$ cat src/rtl/uart_cfg_core.sv
// uart_cfg_core: parametrised full-duplex UART with a shared tick generator,
// configurable framing, runtime loopback and receive error/overrun status.
module uart_cfg_core #(
    parameter int CLK_HZ     = 50_000_000,
    parameter int BAUD       = 115_200,
    parameter int OVERSAMPLE = 16,
    parameter int DATA_BITS  = 8,
    parameter int PARITY_EN  = 0,
    parameter int PARITY_ODD = 0,
    parameter int STOP_BITS  = 1
) (
    input  logic                 i_clk,
    input  logic                 i_reset,
    input  logic                 i_wr_en,
    input  logic [DATA_BITS-1:0] i_din,
    output logic                 o_busy,
    output logic                 o_tx,
    input  logic                 i_rx,
    input  logic                 i_loopback,
    output logic                 o_rdy,
    input  logic                 i_rdy_clr,
    output logic [DATA_BITS-1:0] o_dout,
    output logic                 o_frame_err,
    output logic                 o_parity_err,
    output logic                 o_overrun
);
    localparam int RX_DIV_RAW = CLK_HZ / (BAUD * OVERSAMPLE);
    localparam int RX_DIV     = (RX_DIV_RAW < 1) ? 1 : RX_DIV_RAW;
    localparam int DIV_W      = (RX_DIV > 1) ? $clog2(RX_DIV) : 1;
    localparam int OS_W       = $clog2(OVERSAMPLE);
    localparam int BIT_W      = $clog2(DATA_BITS);
    localparam logic [DIV_W-1:0] DIV_LAST  = DIV_W'(RX_DIV - 1);
    localparam logic [OS_W-1:0]  OS_LAST   = OS_W'(OVERSAMPLE - 1);
    localparam logic [OS_W-1:0]  OS_HALF   = OS_W'(OVERSAMPLE / 2 - 1);
    localparam logic [BIT_W-1:0] DATA_LAST = BIT_W'(DATA_BITS - 1);
    localparam logic [BIT_W-1:0] STOP_LAST = BIT_W'(STOP_BITS - 1);
    localparam logic PAR_EN  = (PARITY_EN != 0);
    localparam logic PAR_ODD = (PARITY_ODD != 0);

    logic [DIV_W-1:0] r_div;
    logic [OS_W-1:0]  r_os;
    logic             w_rx_tick;
    logic             w_tx_tick;

    assign w_rx_tick = (r_div == DIV_LAST);
    assign w_tx_tick = w_rx_tick && (r_os == OS_LAST);

    always_ff @(posedge i_clk) begin
        if (i_reset) begin
            r_div <= '0;
            r_os  <= '0;
        end else begin
            r_div <= w_rx_tick ? '0 : r_div + 1'b1;
            if (w_rx_tick) r_os <= (r_os == OS_LAST) ? '0 : r_os + 1'b1;
        end
    end

    typedef enum logic [2:0] {TX_IDLE, TX_WAIT, TX_START, TX_DATA, TX_PARITY, TX_STOP} tx_state_t;
    tx_state_t            r_tx_state, w_tx_state;
    logic [DATA_BITS-1:0] r_tx_shift, w_tx_shift;
    logic [BIT_W-1:0]     r_tx_cnt, w_tx_cnt;
    logic                 r_tx_par, w_tx_par;
    logic                 r_tx_line, w_tx_line;

    always_comb begin
        w_tx_state = r_tx_state;
        w_tx_shift = r_tx_shift;
        w_tx_cnt   = r_tx_cnt;
        w_tx_par   = r_tx_par;
        case (r_tx_state)
            TX_IDLE: if (i_wr_en) begin
                w_tx_state = TX_WAIT;
                w_tx_shift = i_din;
                w_tx_par   = (^i_din) ^ PAR_ODD;
            end
            TX_WAIT: if (w_tx_tick) w_tx_state = TX_START;
            TX_START: if (w_tx_tick) begin
                w_tx_state = TX_DATA;
                w_tx_cnt   = '0;
            end
            TX_DATA: if (w_tx_tick) begin
                w_tx_shift = r_tx_shift >> 1;
                w_tx_cnt   = r_tx_cnt + 1'b1;
                if (r_tx_cnt == DATA_LAST) begin
                    w_tx_state = PAR_EN ? TX_PARITY : TX_STOP;
                    w_tx_cnt   = '0;
                end
            end
            TX_PARITY: if (w_tx_tick) w_tx_state = TX_STOP;
            TX_STOP: if (w_tx_tick) begin
                w_tx_cnt = r_tx_cnt + 1'b1;
                if (r_tx_cnt == STOP_LAST) w_tx_state = TX_IDLE;
            end
            default: w_tx_state = TX_IDLE;
        endcase
    end

    // Line level is registered so the pin never sees decode glitches.
    assign w_tx_line = (r_tx_state == TX_START)  ? 1'b0 :
                       (r_tx_state == TX_DATA)   ? r_tx_shift[0] :
                       (r_tx_state == TX_PARITY) ? r_tx_par : 1'b1;

    always_ff @(posedge i_clk) begin
        if (i_reset) begin
            r_tx_state <= TX_IDLE;
            r_tx_shift <= '0;
            r_tx_cnt   <= '0;
            r_tx_par   <= 1'b0;
            r_tx_line  <= 1'b1;
        end else begin
            r_tx_state <= w_tx_state;
            r_tx_shift <= w_tx_shift;
            r_tx_cnt   <= w_tx_cnt;
            r_tx_par   <= w_tx_par;
            r_tx_line  <= w_tx_line;
        end
    end

    assign o_busy = (r_tx_state != TX_IDLE);
    assign o_tx   = i_loopback | r_tx_line;

    typedef enum logic [2:0] {RX_IDLE, RX_START, RX_DATA, RX_PARITY, RX_STOP} rx_state_t;
    logic [1:0]           r_sync;
    logic                 w_line;
    logic                 w_centre;
    logic                 w_done;
    rx_state_t            r_rx_state, w_rx_state;
    logic [OS_W-1:0]      r_rx_os, w_rx_os;
    logic [BIT_W-1:0]     r_rx_cnt, w_rx_cnt;
    logic [DATA_BITS-1:0] r_rx_shift, w_rx_shift;
    logic                 r_par_bad, w_par_bad;
    logic                 r_rdy, r_ferr, r_perr, r_ovr;
    logic [DATA_BITS-1:0] r_dout;

    assign w_line   = r_sync[1];
    assign w_centre = (r_rx_os == OS_LAST);

    always_comb begin
        w_rx_state = r_rx_state;
        w_rx_os    = r_rx_os;
        w_rx_cnt   = r_rx_cnt;
        w_rx_shift = r_rx_shift;
        w_par_bad  = r_par_bad;
        w_done     = 1'b0;
        if (w_rx_tick) begin
            w_rx_os = w_centre ? '0 : r_rx_os + 1'b1;
            case (r_rx_state)
                RX_IDLE: begin
                    w_rx_os = '0;
                    if (!w_line) w_rx_state = RX_START;
                end
                RX_START: if (r_rx_os == OS_HALF) begin
                    w_rx_os    = '0;
                    w_rx_cnt   = '0;
                    w_rx_state = w_line ? RX_IDLE : RX_DATA;
                end
                RX_DATA: if (w_centre) begin
                    w_rx_shift = {w_line, r_rx_shift[DATA_BITS-1:1]};
                    w_rx_cnt   = r_rx_cnt + 1'b1;
                    if (r_rx_cnt == DATA_LAST) w_rx_state = PAR_EN ? RX_PARITY : RX_STOP;
                end
                RX_PARITY: if (w_centre) begin
                    w_par_bad  = w_line ^ (^r_rx_shift) ^ PAR_ODD;
                    w_rx_state = RX_STOP;
                end
                RX_STOP: if (w_centre) begin
                    w_done     = 1'b1;
                    w_rx_state = RX_IDLE;
                end
                default: w_rx_state = RX_IDLE;
            endcase
        end
    end

    always_ff @(posedge i_clk) begin
        if (i_reset) begin
            r_sync     <= 2'b11;
            r_rx_state <= RX_IDLE;
            r_rx_os    <= '0;
            r_rx_cnt   <= '0;
            r_rx_shift <= '0;
            r_par_bad  <= 1'b0;
            r_rdy      <= 1'b0;
            r_dout     <= '0;
            r_ferr     <= 1'b0;
            r_perr     <= 1'b0;
            r_ovr      <= 1'b0;
        end else begin
            r_sync     <= {r_sync[0], i_loopback ? r_tx_line : i_rx};
            r_rx_state <= w_rx_state;
            r_rx_os    <= w_rx_os;
            r_rx_cnt   <= w_rx_cnt;
            r_rx_shift <= w_rx_shift;
            r_par_bad  <= w_par_bad;
            if (w_done) begin
                r_rdy  <= 1'b1;
                r_dout <= r_rx_shift;
                r_ferr <= !w_line;
                r_perr <= PAR_EN & r_par_bad;
                r_ovr  <= r_rdy & !i_rdy_clr;
            end else if (i_rdy_clr) begin
                r_rdy  <= 1'b0;
                r_ferr <= 1'b0;
                r_perr <= 1'b0;
                r_ovr  <= 1'b0;
            end
        end
    end

    assign o_rdy        = r_rdy;
    assign o_dout       = r_dout;
    assign o_frame_err  = r_ferr;
    assign o_parity_err = r_perr;
    assign o_overrun    = r_ovr;
endmodule

$ cat config.mk
export PLATFORM = sky130hd
export DESIGN_NAME = uart_cfg_core
export DESIGN_NICKNAME = d
export VERILOG_FILES = /design/src/rtl/uart_cfg_core.sv
export SDC_FILE = /design/constraint.sdc
export NUM_CORES = 1
export LEC_CHECK = 0
export BUFFER_PORTS_ARGS = -buffer_cell sky130_fd_sc_hd__buf_2
export CORE_ASPECT_RATIO = 0.8
export CORE_MARGIN = 1
export CORE_UTILIZATION = 60
export DETAILED_ROUTE_END_ITERATION = 7
export PLACE_DENSITY = 0.86
export SYNTH_ARGS = -nofsm -noshare
export SYNTH_HDL_FRONTEND = slang
export SYNTH_SLANG_ARGS = --single-unit
$ cat constraint.sdc
create_clock -name i_clk -period 2.6 [get_ports i_clk]
set_input_delay 0.65 -clock i_clk [delete_from_list [all_inputs] [get_ports i_clk]]
set_output_delay 0.65 -clock i_clk [all_outputs]
set_load 0.05 [all_outputs]
Word level (Yosys, flattened, before mapping) --
Cells that the tools add are included. W data, S select, Z words.
Storage, ports and cells: bits in registers 56, output and inout port bits 14
Operators by class: $add $sub $neg 5, equal/unequal tests 29, mux-type cells 43, bitwise gates (word level) 2, reduce and logical (&&, ||, !) cells 20
Operators by type and width (count):
- $mux W3 | 20
- $ne A2 B2 Y1 const B | 14
- $pmux W3 S6 | 1
- $mux W8 | 2
- $pmux W8 S2 | 1
- $eq A3 B3 Y1 const B | 5
- $pmux W3 S5 | 1
- $eq A3 B2 Y1 const B | 4
- $mux W4 | 3
- $mux W1 | 11
- $logic_not A3 Y1 | 3
- $pmux W3 S3 | 1
- $add A4 B1 Y4 const B | 2
- $eq A4 B4 Y1 const B | 2
- $pmux W4 S2 | 1
- $reduce_and A4 Y1 | 2
- $reduce_and A8 Y1 | 1
- $reduce_xor A8 Y1 | 1
- $reduce_and A7 Y1 | 1
- $add A3 B1 Y3 const B | 2
- $eq A3 B1 Y1 const B | 2
- $pmux W3 S2 | 1
- $reduce_and A3 Y1 | 2
- $reduce_bool A2 Y1 | 3
- 11 further kinds | 13

Depth between registers and ports, before layout --
Gate-level depths: netlist of run 1.
depth in word-level cells 5, gate-level depth with buffers 8, gate-level depth less buffers 6

Worst setup path before layout of run 1 --
No wires, ideal clock.
kind flip-flop to output port, start register r_tx_state[0], end output o_busy, arrival 1.089 ns, required time 1.950 ns, slack 0.861 ns, stages on the path, launching flop included 3, buffers on the path 1, cell sequence dfxtp_1 -> clkbuf_1 -> or3_1
Between the ends: longest elaborated chain between the ends 1
RTL lines:
- start: declaration | RTL line 59 | tx_state_t r_tx_state, w_tx_state;
- start signal: assignment | RTL line 111 | r_tx_state <= w_tx_state;
- $reduce_bool A3 Y1 | RTL line 119 | assign o_busy = (r_tx_state != TX_IDLE);
- end: declaration | RTL line 16 | output logic o_busy,
No other way between the ends.

Worst setup path after layout of run 1 --
start register r_div[0], end register r_tx_shift[5]
Between the ends: longest elaborated chain between the ends 4
RTL lines:
- start: declaration | RTL line 40 | logic [DIV_W-1:0] r_div;
- start signal: assignment | RTL line 53 | r_div <= w_rx_tick ? '0 : r_div + 1'b1;
- $eq A5 B5 Y1 | RTL line 45 | assign w_rx_tick = (r_div == DIV_LAST);
- $logic_and A1 B1 Y1 | RTL line 46 | assign w_tx_tick = w_rx_tick && (r_os == OS_LAST);
- $ne A2 B2 Y1 (no source line)
- $reduce_and A3 Y1 (no source line)
- end signal: assignment | RTL line 112 | r_tx_shift <= w_tx_shift;
- end: declaration | RTL line 60 | logic [DATA_BITS-1:0] r_tx_shift, w_tx_shift;
No other way between the ends. A chain may end at the register's enable or synchronous reset.

==> results.json, run 1 <==
{
  "die_x_um": 75.8,
  "path_class": "flip-flop to flip-flop",
  "cts_resized": 0,
  "run_status": "finished clean",
  "overflow": 0,
  "gp_congestion": 0.824,
  "clkPwrFrac_pct": 33.0,
  "ios": 28,
  "ctsHtreeMaxLevel": 2,
  "maxSlewViolCount": 0,
  "drv_cap": 0,
  "worst_slack_ns": 0.460,
  "path_clk_slew_ns": 0.11,
  "crit_buf_inv": 1,
  "relSlewSlack_pct": 61.2,
  "syn_area_per_cell_um2": 9.33,
  "crit_family": "compound AO/OA/AOI/OAI gates",
  "critPathLaunchType": "flip-flop",
  "ir_drop_mv": 0.320,
  "ys_warn_count": 0,
  "netlist.top_cell.by_area": "dfxtp_1",
  "drt_iter0_markers": 108,
  "critPathMaxStageDelay_ns": 0.57,
  "dieHeight_um": 61.0,
  "cts_inserted_buffers": 5,
  "clock_latency_ns": 0.32,
  "fin_skew_ns": 0.0111,
  "drc_errors": 0,
  "regArea_um2": 1120,
  "arrival_ns": 2.36,
  "pre_cts_ws_ns": 0.532,
  "root_buffer": "clkbuf_8",
  "slowest_stage": "a41o_1",
  "routed_via_density": 5.76,
  "fill_cells": 341,
  "grt_max_degree": 34,
  "grtUsageMet1_pct": 29.2,
  "dr.pass1.iters": 4,
  "hold_viol": 0,
  "wirelength_mm": 5.09,
  "combPwrFrac_pct": 6.6,
  "cts_buffer_depth": 2,
  "rows": 21,
  "track_usage_pct": 22.9,
  "post-route-min-period_ns": 2.14,
  "synthesis.area_um2": 2610,
  "postCtsHoldBufs": 0,
  "seqPwrFrac_pct": 60.4,
  "start_util_pct": 62.6,
  "ys_types": 48,
  "fin_area_um2": 2870,
  "crit_fanout": 16,
  "finalPower_mw": 1.47,
  "grt_pass1_wl_mm": 7.94,
  "synth_area_leaders": "dfxtp_1 (43%), mux2i_1 (10%), a21oi_1 (5.0%), ha_1 (4.3%), nor2_1 (4.2%)",
  "hold_path_class": "flip-flop to flip-flop",
  "p_int_mw": 1.11,
  "synth_ff_type": "dfxtp_1",
  "antenna_cells": 0,
  "worstPathRequired_ns": 2.82,
  "dpl.hpwl_mm": 3.52,
  "synth-seq-area-share_pct": 42.9,
  "syn2layout_area_growth_pct": 9.62,
  "drive_gt1_share_pct": 15.5,
  "final_net_count": 325,
  "syn_nets": 303,
  "wire_per_inst_um": 14.1,
  "grt_pass1_vias": 1766,
  "rsz0062_at_grt": "false",
  "fin_tns_setup_ns": 0,
  "post-synth-top-count-cell": "dfxtp_1",
  "postSynth.asyncResetShare_pct": 0,
  "core_area_um2": 4180,
  "switchingPower_mw": 0.362,
  "antenna_found_initial": 0,
  "multi_input_area_um2": 1390,
  "drt.antenna.violating_nets": 0,
  "cts_setup_buffers": 0,
  "crit_path_end_kind": "flip-flop",
  "setup_viol": 0,
  "vias": 2072,
  "pwr_density_cell_nw_per_um2": 513,
  "grt_busiest_layer": "met2",
  "leakagePower_nw": 1.19,
  "placed_area_um2": 2770,
  "synth-seq-cells": 56,
  "finalCritPeriodShare_pct": 82.3,
  "max_freq_ghz": 0.467,
  "dieArea_um2": 4630,
  "synth_edf_count": 0,
  "port_buffers": 26,
  "synth_commonest_cells": "dfxtp_1 (56), nor2_1 (29), mux2i_1 (27), a21oi_1 (26)",
  "swShare_pct": 24.6,
  "syn_inst": 280,
  "synth_top_area_share_pct": 42.9,
  "path_cells": "inv_1 > ha_1 > and4b_1 > a41o_1 > a21oi_1 > a311oi_1",
  "met2_usage_pct": 38.3,
  "cts_tree": "done",
  "cts_sinks": 56,
  "met3_usage_pct": 4.58,
  "tightest_slew_ns": 0.577
}
## layer usage
layer  share of wire (%)  vias to the layer above
met1                  48                      966
li1                    -                     1054
met2                  47                       43
met5                   0                        -
met3                 3.3                        9
met4                 1.8                        0
## power groups by stage
stage	Clock (mW)	Sequential, mW	Combinational, mW
after floorplan	0	0.903	0.0760
after global placement	0	0.907	0.0940
after detailed placement	0	0.908	0.0973
after CTS	0.493	0.888	0.0973
after global routing	0.527	0.892	0.107
final	0.486	0.888	0.0972
## layout by cell type, fill, tap and decap left out, drive strengths merged, types with 3 or more instances in the layout
cell type	synthesis	final
nand2b	7	7
mux2i	27	27
o21a	3	3
a311oi	7	7
dfxtp	56	56
nand2	11	11
ha	9	9
xnor2	8	8
inv	7	7
nor3b	5	5
xor2	3	3
nand4b	4	4
nor2	29	29
o21ai	11	11
nand3	11	11
nor3	5	5
clkbuf	8	5
a21oi	26	26
buf	7	30
## cell families after synthesis
kind of cell / synth area share [%]
adders and majority gates: 4.31
xor gates and xnor gates: 3.69
buffers and inverters: 3.78
and+or+nand+nor: 18.7
DFF: 42.9
other: 0.143
muxes: 10.8
AOI/OAI and AO/OA: 15.7
## sequential cells by signal, summed over array words and instances (netlist names)
| name | flops |
|---|---|
| o_dout | 8 |
| r_rx_shift | 8 |
| r_tx_shift | 8 |
| r_div | 5 |
| r_os | 4 |
| r_rx_os | 4 |
| r_rx_cnt | 3 |
| r_rx_state | 3 |
| r_tx_cnt | 3 |
| r_tx_state | 3 |
| r_sync | 2 |
| o_frame_err | 1 |
| o_overrun | 1 |
| o_rdy | 1 |
| r_tx_line | 1 |
| r_tx_par | 1 |
## per-stage QoR
step	hold WS (ns)	std cells	utilization, %
2_1_floorplan	0.389	280	-
3_3_place_gp	0.394	352	66.4
3_5_place_dp	0.395	352	66.4
4_1_cts	0.409	360	68.6
5_1_grt	0.441	360	68.6
6_report	0.408	360	68.6
## worst paths after layout
path	startpoint	end	slack, ns	depth (start not counted)
max	r_div[0]$_SDFF_PP0_	r_tx_shift[5]$_SDFFE_PP0P_	0.46	6
min	r_sync[0]$_SDFF_PP1_	r_sync[1]$_SDFF_PP1_	0.41	1
max reg2reg	r_div[0]$_SDFF_PP0_	r_tx_shift[5]$_SDFFE_PP0P_	0.46	6
min reg2reg	r_sync[0]$_SDFF_PP1_	r_sync[1]$_SDFF_PP1_	0.41	1
## layout make-up
cell class | count | share of cell area [%]
Inverter | 7 | 0.917
Clock inverter | 3 | 0.830
Tap cell | 57 | 2.49
Timing Repair Buffer | 30 | 5.59
Sequential cell | 56 | 39.1
Clock buffer | 5 | 2.40
Multi-Input combinational cell | 202 | 48.6
(Power assumes the default switching activity.)
==> inputs of run 2 (changes only) <==
- ABC_AREA: unset -> 1
- CORE_UTILIZATION: 60 -> 59
- PLACE_DENSITY: 0.86 -> 0.85
- clock period: 2.6 -> 2.2 ns (I/O delays scaled with it)
==> results.json, run 2 <==
{
  "start_util_pct": 61.9,
  "syn_area_per_cell_um2": 7.03,
  "track_usage_pct": 24.1,
  "cts_sinks": 56,
  "ios": 28,
  "pre_cts_ws_ns": 0.479,
  "r2r_end": "o_frame_err$_SDFFE_PP0P_",
  "hold_path_class": "flip-flop to flip-flop",
  "leakagePower_nw": 1.47,
  "ys_types": 34,
  "wl_met2_mm": 2.59,
  "synth_area_leaders": "dfxtp_1 (39%), nand2_1 (13%), nor2_1 (7.8%), nand3_1 (6.2%), inv_1 (5.1%)",
  "syn2layout_area_growth_pct": 9.54,
  "fill_cells": 382,
  "cts_inserted_buffers": 5,
  "synth_commonest_cells": "nand2_1 (100), nor2_1 (59), dfxtp_1 (56), inv_1 (39), nand3_1 (35)",
  "drv_cap": 0,
  "synth_ff_type": "dfxtp_1",
  "hold_viol": 0,
  "arrival_ns": 1.29,
  "final_net_count": 453,
  "r2r_slack_ns": 0.47,
  "grt_pass1_vias": 2270,
  "cts_setup_buffers": 0,
  "run_status": "finished clean",
  "grt_pass1_wl_mm": 9.72,
  "gp_congestion": 0.880,
  "finalPower_mw": 2.53,
  "rsz0062_at_grt": "false",
  "setup_viol": 0,
  "dpl.hpwl_mm": 4.03,
  "clock_latency_ns": 0.31,
  "vias": 2540,
  "finalCritPeriodShare_pct": 83.8,
  "grt_max_degree": 21,
  "drc_errors": 0,
  "antenna_found_initial": 0,
  "highest_layer": "met4",
  "post-synth-top-count-cell": "nand2_1",
  "routed_via_density": 5.17,
  "port_buffers": 26,
  "root_buffer": "clkbuf_8",
  "ctsHtreeMaxLevel": 2,
  "path_class": "flip-flop to output port",
  "wirelength_mm": 5.63,
  "die_x_um": 79.6,
  "syn_inst": 405,
  "final_cell_mix": "nand2_1 (100), nor2_1 (59), dfxtp_1 (56)",
  "r2r_start": "r_div[0]$_SDFF_PP0_",
  "rr_worst_depth": 9,
  "cts_buffer_depth": 2,
  "postCtsHoldBufs": 0,
  "cts_resized": 0,
  "min_to": "r_sync[1]$_SDFF_PP1_",
  "crit_fanout": 6,
  "wl_met3_um": 259,
  "overflow": 0,
  "ys_warn_count": 0,
  "rows": 22,
  "synth_top_area_share_pct": 39.4,
  "ir_drop_mv": 0.822,
  "synth-seq-cells": 56,
  "hp-start": "r_sync[0]$_SDFF_PP1_",
  "core_area_um2": 4600,
  "dr.pass1.iters": 4,
  "pwr_density_cell_nw_per_um2": 811,
  "fin_tns_setup_ns": 0,
  "path_clk_slew_ns": 0.10,
  "worstPathRequired_ns": 1.65,
  "syn_nets": 428,
  "drt.antenna.violating_nets": 0,
  "min_path_cells": 1,
  "antenna_cells": 0,
  "maxSlewViolCount": 0,
  "drt_iter0_markers": 121,
  "cts_tree": "done",
  "final_common_cell": "nand2_1",
  "synth-seq-area-share_pct": 39.4,
  "post-route-min-period_ns": 1.84,
  "crit_path_end_kind": "output port",
  "synth_edf_count": 0,
  "synthesis.area_um2": 2850,
  "dieHeight_um": 64.1,
  "postSynth.asyncResetShare_pct": 0,
  "drive_gt1_share_pct": 13.5,
  "critPathLaunchType": "flip-flop",
  "fin_skew_ns": 0.00384,
  "worst_slack_ns": 0.357,
  "max_freq_ghz": 0.543,
  "netlist.top_cell.by_area": "dfxtp_1",
  "utilization_pct": 67.8,
  "dieArea_um2": 5110,
  "wire_per_inst_um": 11.5,
  "route.layer.met1.wl_mm": 2.70
}
==> run 2: changes by cell type in the layout (fill, tap and decap cells not counted), sizes merged, moves of 3 or more <==
cell	before	now
a311oi	7	0
nor2	29	65
xnor2	8	5
mux2i	27	0
nand2b	7	0
o21ai	11	22
nor3b	5	0
nand4b	4	0
inv	7	41
a21oi	26	29
nand3	11	38
nand2	11	107
==> run 2: worst max-delay path by stage <==
stage / cells past startpoint / slack, ns / endpoint / start
after floorplan: 8 / 0.65 / r_tx_shift[7]$_SDFFE_PP0P_ / r_tx_state[0]$_SDFFE_PP0P_
after global placement: 3 / 0.53 / o_tx / i_loopback
after detailed placement: 9 / 0.48 / o_dout[6]$_SDFFE_PP0P_ / r_div[0]$_SDFF_PP0_
after CTS: 3 / 0.37 / o_busy / r_tx_state[2]$_SDFFE_PP0P_
after global routing: 9 / 0.26 / o_dout[6]$_SDFFE_PP0P_ / r_div[0]$_SDFF_PP0_
final: 3 / 0.36 / o_busy / r_tx_state[2]$_SDFFE_PP0P_
==> run 2: power by group <==
| group | internal [mW] | total [mW] | switching, mW |
|---|---|---|---|
| combinational | 0.224 | 0.689 | 0.465 |
| sequential | 1.11 | 1.17 | 0.0655 |
| clock | 0.338 | 0.667 | 0.329 |
| total | 1.67 | 2.53 | 0.859 |
==> run 2: worst max-delay path: stages (launching register included) <==
cell	delay, ns
dfxtp_1	0.49
inv_2	0.09
nand2_1	0.12
buf_2	0.28
==> run 2: final cells by class <==
cell class | instances | area (um^2) | area share, %
clock inverters | 2 | 35.0 | 1.12
flip-flops and latches | 56 | 1120 | 36.0
clock buffers | 6 | 72.6 | 2.33
multi-input cells | 296 | 1500 | 48.0
inverters | 41 | 156 | 5.02
repair buffers | 30 | 160 | 5.14
well taps | 60 | 75.1 | 2.41
==> run 2: cell families (layout without fill, tap and decap cells) <==
logic type      Yosys count  in the layout  share of synthesized area, %
fa+ha+maj                 9              9                          3.96
buf+inv                  53             79                          8.00
other cells               1              1                         0.132
xor+xnor                  9              9                          2.77
simple gates            220            220                          35.3
compound gates           57             57                          10.4
flops                    56             56                          39.4
==> run 2: metrics by stage <==
stage	instance area (um^2)	hold WS [ns]	cells
floorplan	2850	0.389	405
global placement	3010	0.421	483
detailed placement	3010	0.421	483
CTS	3120	0.441	491
global route	3120	0.466	491
finish	3120	0.445	491
==> run 2: layer usage <==
layer  track usage (%)  vias up
met2              38.2       58
met4              9.55        0
met1              32.2     1128
met3              4.29       12
li1                  -     1342
met5                 0        -
